--- src/rtl/fetch_decode_unit_pkg.sv ---
// Shared types for the fetch/decode front end: op codes, RV32I field constants,
// decoded-instruction record and fetch FSM states.
package fetch_decode_unit_pkg;

  typedef enum logic [4:0] {
    OP_LUI  = 5'd0,  OP_AUIPC = 5'd1,  OP_JAL  = 5'd2,  OP_JALR = 5'd3,
    OP_BEQ  = 5'd4,  OP_BNE   = 5'd5,  OP_BLT  = 5'd6,  OP_BGE  = 5'd7,
    OP_BLTU = 5'd8,  OP_BGEU  = 5'd9,  OP_LB   = 5'd10, OP_LH   = 5'd11,
    OP_LW   = 5'd12, OP_LBU   = 5'd13, OP_LHU  = 5'd14, OP_SB   = 5'd15,
    OP_SH   = 5'd16, OP_SW    = 5'd17, OP_ADD  = 5'd18, OP_SUB  = 5'd19,
    OP_SLL  = 5'd20, OP_SLT   = 5'd21, OP_SLTU = 5'd22, OP_XOR  = 5'd23,
    OP_SRL  = 5'd24, OP_SRA   = 5'd25, OP_OR   = 5'd26, OP_AND  = 5'd27,
    OP_NOP  = 5'h1F
  } op_e;

  localparam logic [6:0] OPC_LUI    = 7'b0110111;
  localparam logic [6:0] OPC_AUIPC  = 7'b0010111;
  localparam logic [6:0] OPC_JAL    = 7'b1101111;
  localparam logic [6:0] OPC_JALR   = 7'b1100111;
  localparam logic [6:0] OPC_BRANCH = 7'b1100011;
  localparam logic [6:0] OPC_LOAD   = 7'b0000011;
  localparam logic [6:0] OPC_STORE  = 7'b0100011;
  localparam logic [6:0] OPC_OPIMM  = 7'b0010011;
  localparam logic [6:0] OPC_OP     = 7'b0110011;

  localparam logic [2:0] F3_ADD = 3'b000, F3_SLL = 3'b001, F3_SLT = 3'b010, F3_SLTU = 3'b011;
  localparam logic [2:0] F3_XOR = 3'b100, F3_SR  = 3'b101, F3_OR  = 3'b110, F3_AND  = 3'b111;
  localparam logic [2:0] F3_BEQ = 3'b000, F3_BNE = 3'b001, F3_BLT = 3'b100, F3_BGE  = 3'b101;
  localparam logic [2:0] F3_BLTU = 3'b110, F3_BGEU = 3'b111;
  localparam logic [2:0] F3_B = 3'b000, F3_H = 3'b001, F3_W = 3'b010, F3_BU = 3'b100, F3_HU = 3'b101;

  localparam logic [6:0] F7_BASE = 7'b0000000;
  localparam logic [6:0] F7_ALT  = 7'b0100000;

  typedef enum logic [1:0] {ST_FETCH, ST_WAIT, ST_EMIT, ST_DISCARD} state_e;

  typedef struct packed {
    op_e         op;
    logic [4:0]  rs1;
    logic [4:0]  rs2;
    logic [4:0]  rd;
    logic [31:0] imm;
    logic        has_imm;
  } dec_t;

  localparam dec_t DEC_NONE = '{OP_NOP, 5'd0, 5'd0, 5'd0, 32'd0, 1'b0};

  // alt selects SUB/SRA; OP-IMM callers pass 0 for the add slot so ADDI never becomes SUB
  function automatic op_e alu_op(input logic [2:0] f3, input logic alt);
    case (f3)
      F3_ADD:  alu_op = alt ? OP_SUB : OP_ADD;
      F3_SLL:  alu_op = OP_SLL;
      F3_SLT:  alu_op = OP_SLT;
      F3_SLTU: alu_op = OP_SLTU;
      F3_XOR:  alu_op = OP_XOR;
      F3_SR:   alu_op = alt ? OP_SRA : OP_SRL;
      F3_OR:   alu_op = OP_OR;
      default: alu_op = OP_AND;
    endcase
  endfunction

endpackage

--- src/rtl/fetch_decode_unit_rv32i_decode.sv ---
// Pure combinational RV32I word decoder; unsupported words flag illegal and decode as a bubble.
module rv32i_decode
  import fetch_decode_unit_pkg::*;
(
  input  logic [31:0] inst,
  output dec_t        dec,
  output logic        illegal
);

  logic [2:0]  f3;
  logic [6:0]  f7;
  logic [31:0] imm_i, imm_s, imm_b, imm_u, imm_j, imm_sh;

  assign f3     = inst[14:12];
  assign f7     = inst[31:25];
  assign imm_i  = {{20{inst[31]}}, inst[31:20]};
  assign imm_s  = {{20{inst[31]}}, inst[31:25], inst[11:7]};
  assign imm_b  = {{20{inst[31]}}, inst[7], inst[30:25], inst[11:8], 1'b0};
  assign imm_u  = {inst[31:12], 12'b0};
  assign imm_j  = {{12{inst[31]}}, inst[19:12], inst[20], inst[30:21], 1'b0};
  assign imm_sh = {27'b0, inst[24:20]};

  always_comb begin
    dec     = DEC_NONE;
    illegal = 1'b0;
    case (inst[6:0])
      OPC_LUI, OPC_AUIPC: begin
        dec.op      = (inst[5]) ? OP_LUI : OP_AUIPC;
        dec.rd      = inst[11:7];
        dec.imm     = imm_u;
        dec.has_imm = 1'b1;
      end
      OPC_JAL: begin
        dec.op      = OP_JAL;
        dec.rd      = inst[11:7];
        dec.imm     = imm_j;
        dec.has_imm = 1'b1;
      end
      OPC_JALR: begin
        dec.op      = OP_JALR;
        dec.rd      = inst[11:7];
        dec.rs1     = inst[19:15];
        dec.imm     = imm_i;
        dec.has_imm = 1'b1;
        illegal     = (f3 != F3_ADD);
      end
      OPC_BRANCH: begin
        dec.rs1     = inst[19:15];
        dec.rs2     = inst[24:20];
        dec.imm     = imm_b;
        dec.has_imm = 1'b1;
        case (f3)
          F3_BEQ:  dec.op = OP_BEQ;
          F3_BNE:  dec.op = OP_BNE;
          F3_BLT:  dec.op = OP_BLT;
          F3_BGE:  dec.op = OP_BGE;
          F3_BLTU: dec.op = OP_BLTU;
          F3_BGEU: dec.op = OP_BGEU;
          default: illegal = 1'b1;
        endcase
      end
      OPC_LOAD: begin
        dec.rd      = inst[11:7];
        dec.rs1     = inst[19:15];
        dec.imm     = imm_i;
        dec.has_imm = 1'b1;
        case (f3)
          F3_B:    dec.op = OP_LB;
          F3_H:    dec.op = OP_LH;
          F3_W:    dec.op = OP_LW;
          F3_BU:   dec.op = OP_LBU;
          F3_HU:   dec.op = OP_LHU;
          default: illegal = 1'b1;
        endcase
      end
      OPC_STORE: begin
        dec.rs1     = inst[19:15];
        dec.rs2     = inst[24:20];
        dec.imm     = imm_s;
        dec.has_imm = 1'b1;
        case (f3)
          F3_B:    dec.op = OP_SB;
          F3_H:    dec.op = OP_SH;
          F3_W:    dec.op = OP_SW;
          default: illegal = 1'b1;
        endcase
      end
      OPC_OPIMM: begin
        dec.rd      = inst[11:7];
        dec.rs1     = inst[19:15];
        dec.has_imm = 1'b1;
        if (f3 == F3_SLL || f3 == F3_SR) begin
          dec.op  = alu_op(f3, inst[30]);
          dec.imm = imm_sh;
          illegal = !(f7 == F7_BASE || (f7 == F7_ALT && f3 == F3_SR));
        end else begin
          dec.op  = alu_op(f3, 1'b0);
          dec.imm = imm_i;
        end
      end
      OPC_OP: begin
        dec.op  = alu_op(f3, inst[30]);
        dec.rd  = inst[11:7];
        dec.rs1 = inst[19:15];
        dec.rs2 = inst[24:20];
        illegal = !(f7 == F7_BASE || (f7 == F7_ALT && (f3 == F3_ADD || f3 == F3_SR)));
      end
      default: illegal = 1'b1;
    endcase
    if (illegal) dec = DEC_NONE;
  end

endmodule

--- src/rtl/fetch_decode_unit.sv ---
// Instruction fetch FSM and decoded-instruction presentation towards the instruction queue.
module fetch_decode_unit
  import fetch_decode_unit_pkg::*;
#(
  parameter logic [31:0] RESET_PC = 32'h0000_0000
) (
  input  logic        clk,
  input  logic        rst,
  input  logic        iq_full,
  input  logic        jump_en,
  input  logic [31:0] jump_addr,
  output logic        mem_req,
  output logic [31:0] mem_addr,
  input  logic        mem_ready,
  input  logic [31:0] mem_data,
  output logic [4:0]  op,
  output logic [4:0]  rs1,
  output logic [4:0]  rs2,
  output logic [4:0]  rd,
  output logic [31:0] imm,
  output logic        has_imm,
  output logic [31:0] pc_out
);

  state_e      state;
  logic [31:0] pc;
  dec_t        dec_w;
  logic        illegal_w;
  dec_t        dec_p0;
  logic [31:0] pc_p0;

  rv32i_decode u_decode (
    .inst    (mem_data),
    .dec     (dec_w),
    .illegal (illegal_w)
  );

  always_ff @(posedge clk or posedge rst) begin
    if (rst) begin
      state    <= ST_FETCH;
      pc       <= RESET_PC;
      mem_req  <= 1'b0;
      mem_addr <= RESET_PC;
      {op, rs1, rs2, rd, imm, has_imm} <= DEC_NONE;
      pc_out   <= '0;
      dec_p0   <= DEC_NONE;
      pc_p0    <= '0;
    end else begin
      // outputs are a bubble unless an instruction is handed over this edge
      {op, rs1, rs2, rd, imm, has_imm} <= DEC_NONE;
      pc_out <= '0;
      if (jump_en) begin
        pc <= jump_addr;
        if ((state == ST_WAIT || state == ST_DISCARD) && !mem_ready) begin
          state <= ST_DISCARD;
        end else begin
          state   <= ST_FETCH;
          mem_req <= 1'b0;
        end
      end else begin
        case (state)
          ST_FETCH: begin
            mem_req  <= 1'b1;
            mem_addr <= pc;
            state    <= ST_WAIT;
          end
          ST_WAIT: begin
            if (mem_ready) begin
              mem_req <= 1'b0;
              pc      <= pc + 32'd4;
              if (illegal_w) begin
                state <= ST_FETCH;
              end else if (!iq_full) begin
                {op, rs1, rs2, rd, imm, has_imm} <= dec_w;
                pc_out <= mem_addr;
                state  <= ST_FETCH;
              end else begin
                dec_p0 <= dec_w;
                pc_p0  <= mem_addr;
                state  <= ST_EMIT;
              end
            end
          end
          ST_EMIT: begin
            if (!iq_full) begin
              {op, rs1, rs2, rd, imm, has_imm} <= dec_p0;
              pc_out <= pc_p0;
              state  <= ST_FETCH;
            end
          end
          ST_DISCARD: begin
            if (mem_ready) begin
              mem_req <= 1'b0;
              state   <= ST_FETCH;
            end
          end
          default: state <= ST_FETCH;
        endcase
      end
    end
  end

endmodule

--- config.mk ---
export PLATFORM = sky130hd
export DESIGN_NAME = fetch_decode_unit
export DESIGN_NICKNAME = d
export VERILOG_FILES = /design/src/rtl/fetch_decode_unit_pkg.sv /design/src/rtl/fetch_decode_unit_rv32i_decode.sv /design/src/rtl/fetch_decode_unit.sv
export SDC_FILE = /design/constraint.sdc
export NUM_CORES = 1
export LEC_CHECK = 0
export CORE_UTILIZATION = 50
export DETAILED_ROUTE_END_ITERATION = 7
export GPL_ROUTABILITY_DRIVEN = 1
export GPL_TIMING_DRIVEN = 0
export PLACE_DENSITY = 0.75
export REMOVE_ABC_BUFFERS = 1
export SYNTH_ARGS = -nofsm -noshare
export SYNTH_HDL_FRONTEND = slang
export SYNTH_SLANG_ARGS = --single-unit
--- constraint.sdc ---
create_clock -name clk -period 11.9 [get_ports clk]
set_clock_uncertainty 0.2 [all_clocks]
set_input_delay 2.38 -clock clk [delete_from_list [all_inputs] [get_ports clk]]
set_output_delay 2.38 -clock clk [all_outputs]
set_load 0.01 [all_outputs]
==> results of run 1 <==
-- power groups by stage --
stage	clock network, mW	logic (mW)	registers (mW)
floorplan	0	0.212	1.09
global placement	0	0.457	1.08
detailed placement	0	0.470	1.09
CTS	0.824	0.473	1.07
global route	0.858	0.510	1.10
finish	0.806	0.467	1.07
-- cell usage after synthesis (3+ instances only) --
cell type	n	area [sq um]
inv_1	43	161
o32a_1	5	50.1
o211ai_1	3	22.5
mux2_2	34	383
nor2b_1	10	62.6
a32o_1	5	50.1
and3_1	8	50.1
mux2_1	46	518
o21ai_1	27	135
xnor2_1	5	43.8
and4_1	5	43.8
nand3_1	23	115
xor2_1	25	219
mux2i_1	38	380
o21ai_0	52	260
nand4_1	8	50.1
a22o_1	42	368
nor3b_1	3	22.5
and2_1	17	106
a31oi_1	3	18.8
a22oi_1	6	45.0
a21oi_1	35	175
nand2b_1	3	18.8
dfstp_2	10	263
or3_1	3	18.8
ha_1	5	62.6
nand2_1	105	394
buf_4	4	30.0
buf_2	13	65.1
nor3_1	5	25.0
o22ai_1	3	18.8
dfrtp_1	227	5680
nor2_1	26	97.6
clkbuf_1	41	154
-- worst reg2reg max path, cell delays in order (launching register included) --
cell	delay, ns
dfrtp_1	0.41
inv_1	0.09
ha_1	0.36
and2_1	0.43
and3_4	0.66
buf_16	0.39
mux2_1	0.39
-- kinds of logic after synthesis --
| kind of cell | after synthesis |
|---|---|
| simple gates | 230 |
| fa+ha+maj | 5 |
| buf+inv | 103 |
| xor+xnor | 30 |
| compound gates | 194 |
| mux | 119 |
| flops | 237 |
-- per-layer routing --
| layer | routed length (um) | track usage (%) | vias to the layer above |
|---|---|---|---|
| met5 | 0 | 0 | - |
| met4 | 346 | 5.00 | 0 |
| li1 | - | - | 3525 |
| met1 | 10500 | 30.7 | 3768 |
| met2 | 11300 | 38.0 | 272 |
| met3 | 2280 | 7.06 | 31 |
-- sequential cells by signal (all words and copies together), names as in the netlist --
signal and count:
dec_p0 53, imm 32, mem_addr 32, pc 32, pc_out 32, pc_p0 32
op 5, rd 5, rs1 5, rs2 5, state 2, has_imm 1
mem_req 1
-- cell type report --
class,count,area (sq um),area share (%)
clock inverter,13,138,1.03
inverter,43,169,1.26
tap,270,338,2.52
timing repair buffer,194,2030,15.1
clock buffer,34,741,5.53
multi-input combinational,578,4050,30.2
sequential,237,5940,44.3
-- worst paths after layout --
path / end / from / depth (start not counted)
max: pc_p0[21] / mem_data[5] / 8
min: has_imm / dec_p0[0] / 2
max reg2reg: pc_p0[21] / state[1] / 6
min reg2reg: has_imm / dec_p0[0] / 2
max in group asynchronous: mem_addr[27] / rst / 3
min in group asynchronous: pc_out[1] / rst / 2
-- metrics by stage --
step	util (%)	hold WS (ns)	std cells
3_3_place_gp	60.8	0.253	1314
5_1_grt	66.0	0.295	1369
6_report	66.0	0.271	1369
4_1_cts	66.0	0.274	1369
2_1_floorplan	-	0.240	858
3_5_place_dp	61.7	0.260	1322
==> metrics list, run 1 <==
* Mux contribution to synthesized area: about an eighth
- The synthesized netlist devotes 2.52% of its cell area to XOR and XNOR gates.
- Count of endpoints failing hold in the final timing report: 0
* Cell area after layout: 13,400 sq um
- Top fanout value on the critical path: 56
- After clock tree synthesis, the setup repair step added 0 buffers.
* Detailed-route via count: approximately 7,600
- Main synth FF type: dfrtp_1
- Share of power burned in the clock network: about 34%
* Overall Power: 2.35 mW
- For this run the aggregate overflow at the end of global routing stands at 0.
* X dimension of the die: roughly 150 um
* Switching Fraction: 27.5%
- The synthesized netlist occupies a cell area of around 10,000 sq um.
- Library cell contributing the largest single delay on the critical path: clkdlybuf4s50_1
- Distinct cell type count after synthesis: 59
* CTS Buffer Depth: 3
* Area fraction in and, or, nand and nor cells after synthesis: between 10 and 15%
* Initial cell density of the core: 51.3%
- Number of setup violations in the final report: 0
- Worst slack, placed: 5.89 ns
* Sequential element share of the synthesized area: between 50% and 60%
* IR Drop Worst-Case VDD: 143 uV
- Delay of the slowest cell on the worst path: 0.77 ns
- Die footprint: 21,400 sq um
- # nets final: between 1,000 and 1,500
* CTS resizes: 0
- After routing, the total negative slack on setup checks comes to 0 ns.
* Total leakage power: approximately 6 nW
- Yosys warnings: 0
- Adder-cell share of the synthesized area: less than 1%
* DRC viols: 0
- Headroom to the max-slew limit: 26.8%
* Count of mapped cells out of synthesis: 918
- Entering global routing, the biggest net connects 101 pins.
- Worst-skew pair later-pin latency: 0.53 ns
- Type of the worst min-delay path: reg -> reg
* Flop and latch count out of synthesis: 237
- Largest family of logic cells by synthesized area: multiplexers
- After clock tree synthesis, the clock-pin slew on the worst setup and hold paths is 0.06 ns.
* Number of sinks driven by the clock tree: 237
* Worst-margin pin slew: between 1 and 1.5 ns
- For the worst setup path, the data required time is 12.11 ns.
* Family with the most delay on the worst path: simple AND/OR/NAND/NOR gates
- Dividing the final minimum period by the clock period gives 46.4%.
- Layout cells sized above 1: between 10 and 15%
- Setup WS post-layout: 6.37 ns
* Port-buffer cells: 186
- Per report_power, the sequential group accounts for between 40 and 50% of the total.
- STA classifies the critical path startpoint as an input port.
- Comb power frac: 19.9%
* Final weighted congestion of routability-driven global placement: 0.883
- STA classifies the critical path endpoint as a register.
- TritonCTS buffer count: 26
* Final worst path period need: 5.53 ns
* Remaining antenna violation count: 0
- Register-to-Register Setup Slack: a little under 9 ns
* Number of flops mapped to enable cells by yosys: 0
- The tool flagged a number of max-cap violations equal to 0.
- Total buffers and inverters traversed by the critical path: 2
- Result of the run: complete, no violations
* Number of hold buffers added after cts: 0
* Wirelength per Cell: roughly 18 um
- Summed over all layers, the routed wires come to 24.4 mm.
- Summing the areas of all compound-gate instances in the mapped netlist gives approximately 12% of the synthesized area.
* Maximum level of the CTS H-tree: 1
- Leaving out fill and tap cells, the most frequent cells in the layout are dfrtp_1 (227), clkdlybuf4s50_1 (185), nand2_1 (105).
* Number of placement rows: between 50 and 60
* Syn avg cell area: 11.3 sq um
- The via count of the first global-routing pass came to 7,675.
- Relative to the synthesized area, the layout overhead comes to 28.8%.
- Initial antenna violation count: 0
- Leaving out fill and tap cells, the most frequent cell in the layout is dfrtp_1.
- Data arrival at the endpoint of the critical path: 5.73 ns
- Based on the critical path, the design can be clocked at up to 181 MHz.
- TritonCTS built the clock tree.
- The signal on the critical path passes through clkdlybuf4s50_1 > nand2b_1 > a22oi_1 > nand2_1 > nor4bb_4 > and3_4 > buf_16 > mux2_1.
- The repair_antennas step left the layout with diodes totalling 0.
- In this run the count of I/O pins placed on the die edge is 187.
- After floorplanning, the core was sized to cover 20,300 sq um.
- Placed Instance Area: 12,500 sq um
- Total routing usage reported by global routing: 23.3%
* Fraction of registers with async set/reset: 100%
* HPWL after detailed placement: 16.3 mm
- In this run the power density over the cells is 175 nW/um^2.
- Unrepaired setup endpoints after global routing: no
* Number of DRC markers in iteration 0: ~420
- For this design the total switching power over the nets is 644 uW.
- Cell at the root of the clock tree: clkbuf_16
* Type of the worst setup path: in -> reg
- The number of max-slew violations in the final report came to 0.
- Wire length of the first global-routing pass: 40.2 mm
* Vertical extent of the die: around 150 um
* Number of fillers in the final layout: 1,619
- For this run, the detailed router's first-pass iteration total came to 5.
- Average via count per standard cell: 5.55
* Internal: 1.70 mW
(Power assumes the default switching activity.)
==> inputs of run 2 (changes only) <==
- clock period: 11.9 -> 5.65 ns (I/O delays scaled with it)
==> results of run 2 <==
Same layout as run 1 (identical final DEF). Status: complete, no violations.
Among the figures that moved: setup slack after placement 5.89 ns -> 0.887 ns; setup slack after layout 6.37 ns -> 1.37 ns; register-to-register setup slack 8.84 ns -> 2.59 ns; total power 2.35 mW -> 4.94 mW; worst IR drop on VDD 143 uV -> 301 uV
==> inputs of run 3 (changes only) <==
- CORE_UTILIZATION: 50 -> 48
- clock period: 5.65 -> 3.6 ns (I/O delays scaled with it)
==> metrics list, run 3 (same netlist as run 1, synthesis figures left out) <==
- Result of the run: complete, no violations
- Number of setup violations in the final report: 0 (unchanged)
- Sum Neg Setup Slack: 0 ns (unchanged)
- Type of the worst min-delay path: reg -> reg
* Worst slack, placed: -0.825 ns
* Met2 WL post-DR: 12.0 mm (+5.7%)
- The height of the die came to 149 um (+2.0%).
- Average via count per standard cell: 5.51 (-0.61%)
- The number of violations of the max-capacitance limit is 0 (unchanged).
- The placement-stage cell area came to 12,500 sq um (about the same).
- The net total in the final layout is 1,157 (+0.26%).
* Wire length of the first global-routing pass: 40.8 mm (+1.5%)
* Setup WS post-layout: 0.112 ns
- The leakage dissipation is 5.89 nW (+0.72%).
- The worst setup path is captured at a register.
- Non-filler cells in the finished layout: 1,376 (+0.51%)
* Max Transition Viols Final: 0 (unchanged)
* Final weighted congestion of routability-driven global placement: 0.893 (+1.1%)
- Die footprint: 22,300 sq um (+4.1%)
- The total routed wirelength came to 25.4 mm (+3.9%).
* Total routing usage reported by global routing: 23.3% (+0.034 points)
- Remaining antenna violation count: 0 (unchanged)
- Number of fillers in the final layout: 1,678 (+3.6%)
- The via count of the first global-routing pass was 7,723 (+0.63%).
* Commonest non-fill, non-tap cells in the layout: dfrtp_1 (227), clkdlybuf4s50_1 (181), nand2_1 (105)
- The post-CTS clock slew at the launch and capture registers of the worst setup and hold paths was 0.06 ns (about the same).
- Residual overflow from global routing: 0 (unchanged)
* Worst-skew pair later-pin latency: 0.53 ns (about the same)
* Setup crit start kind: input port
- Routed length on met3: 2.00 mm (-12%)
- The area growth from synthesis to final layout was 28.9% (about the same).
- The quantity of I/O buffers inserted on ports was 186 (unchanged).
- Initial cell density of the core: 49.2% (-2.1 points)
- Most common cell after layout, fill and taps aside: dfrtp_1
* Layout cells sized above 1: 9.99% (-0.20 points)
- The count of hold buffers inserted by post-cts repair is 0 (unchanged).
* Largest reg by FF count: dec_p0
* Number of sinks driven by the clock tree: 237 (unchanged)
* Highest metal layer with signal wires: met4
* Top fanout value on the critical path: 46 (-18%)
- The number of flip-flops in the largest register was 53 (unchanged).
* Number of DRC markers in iteration 0: 392 (-5.8%)
* Antenna cell count: 0 (unchanged)
* Count of endpoints failing hold in the final timing report: 0 (unchanged)
* Number of optimization iterations in the first detailed-route pass: 5 (unchanged)
* Placeable core area: 21,200 sq um (+4.2%)
- Maximum level of the CTS H-tree: 1 (unchanged)
- The final design instance area without fill was 13,400 sq um (about the same).
- Flip-flop and latch area: 5940 sq um (unchanged)
* HPWL after detailed placement: 16.4 mm (+0.28%)
- Number of top-level pins: 187 (unchanged)
- Detailed-route via count: 7,588 (-0.11%)
* Data required time at the worst endpoint: 3.80 ns
- The cell sitting at the root of the clock tree is a clkbuf_16.
- The worst setup path is of the in -> reg kind.
* Pin count of the biggest net entering global routing: 130 (+29%)
* Total placed cells including tap cells: 1,326 (+0.30%)
* Overall Power: 7.69 mW
- VDD sags by at most 408 uV.
- Derived from the worst setup path, the maximum achievable clock frequency is 287 MHz.
* DRC viols: 0 (unchanged)
- CTS Buffer Depth: 3 (unchanged)
- The number of antenna violations at the first check in global routing is 0 (unchanged).
- The headroom to the max-slew limit was 27.4% (+0.57 points).
- Wirelength per Cell: 18.4 um (+3.4%)
* Data arrival at the endpoint of the critical path: 3.69 ns
- The detailed-routing wirelength on met1 came to 10.9 mm (+4.2%).
- The final critical path takes up 96.9% of the cycle.
* Worst-margin pin slew: 1.07 ns (-0.00836 ns)
- Setup repair after global routing left no endpoint under its margin.
* Number of placement rows: 53 (+1.9%)
* X dimension of the die: 149 um (+2.0%)
* Power Density: 574 nW/um^2
* Area occupied by multi-input gates: 4070 sq um (+0.46%)
- Counting I/O delays and the setup requirement, the final critical path takes ~3.5 ns.
* TritonCTS clock tree: done
* TritonCTS buffer count: 25 (-3.8%)
[run 3: metrics by stage]
step | hold slack, ns | util, %
after floorplan | 0.240 | -
after global placement | 0.257 | 58.3
after detailed placement | 0.259 | 59.2
after CTS | 0.274 | 63.3
after global routing | 0.298 | 63.4
final | 0.272 | 63.4
[run 3: report_power, final]
group | internal, mW | switching [mW] | total, mW
Combinational | 0.860 | 0.706 | 1.57
Clock | 1.52 | 1.06 | 2.59
Sequential | 3.18 | 0.366 | 3.54
Total | 5.56 | 2.14 | 7.69
[run 3: area by class of cell]
cell class / instances / share of cell area (%)
inverters: 43 / 1.26
flip-flops and latches: 237 / 44.3
multi-input cells: 580 / 30.3
clock buffers: 32 / 4.93
clock inverters: 13 / 1.18
repair buffers: 196 / 15.4
well taps: 275 / 2.57
[run 3: critical path, cell delays in order]
cell and delay (ns):
clkdlybuf4s50_1 0.81, nor2b_1 0.20, nor2_1 0.21, a311o_1 0.24, nor4bb_4 0.52, and3_4 0.31, buf_16 0.29, mux2_1 0.36
[run 3: final timing paths]
check | from | slack, ns | endpoint | cells past startpoint
max | mem_data[13] | 0.11 | pc_p0[26] | 8
min | dec_p0[0] | 0.27 | has_imm | 2
max reg2reg | state[0] | 0.59 | pc_out[15] | 7
min reg2reg | dec_p0[0] | 0.27 | has_imm | 2
max in group asynchronous | rst | 1.60 | dec_p0[36] | 3
min in group asynchronous | rst | 0.53 | mem_addr[8] | 2
[run 3: layer usage]
metal / GRT usage, % / vias to the layer above
met5: 0 / -
met4: 5.77 / 0
met2: 38.6 / 250
met3: 6.64 / 37
li1: - / 3528
met1: 30.1 / 3773
[run 3: repair_timing]
item,4_1_cts,5_1_grt
setup buffers,3,0
gates cloned,2,0
endpoints found under the setup margin,66,44
pin swaps,2,1
hold endpoints to repair,0,0
gates resized for setup,0,5
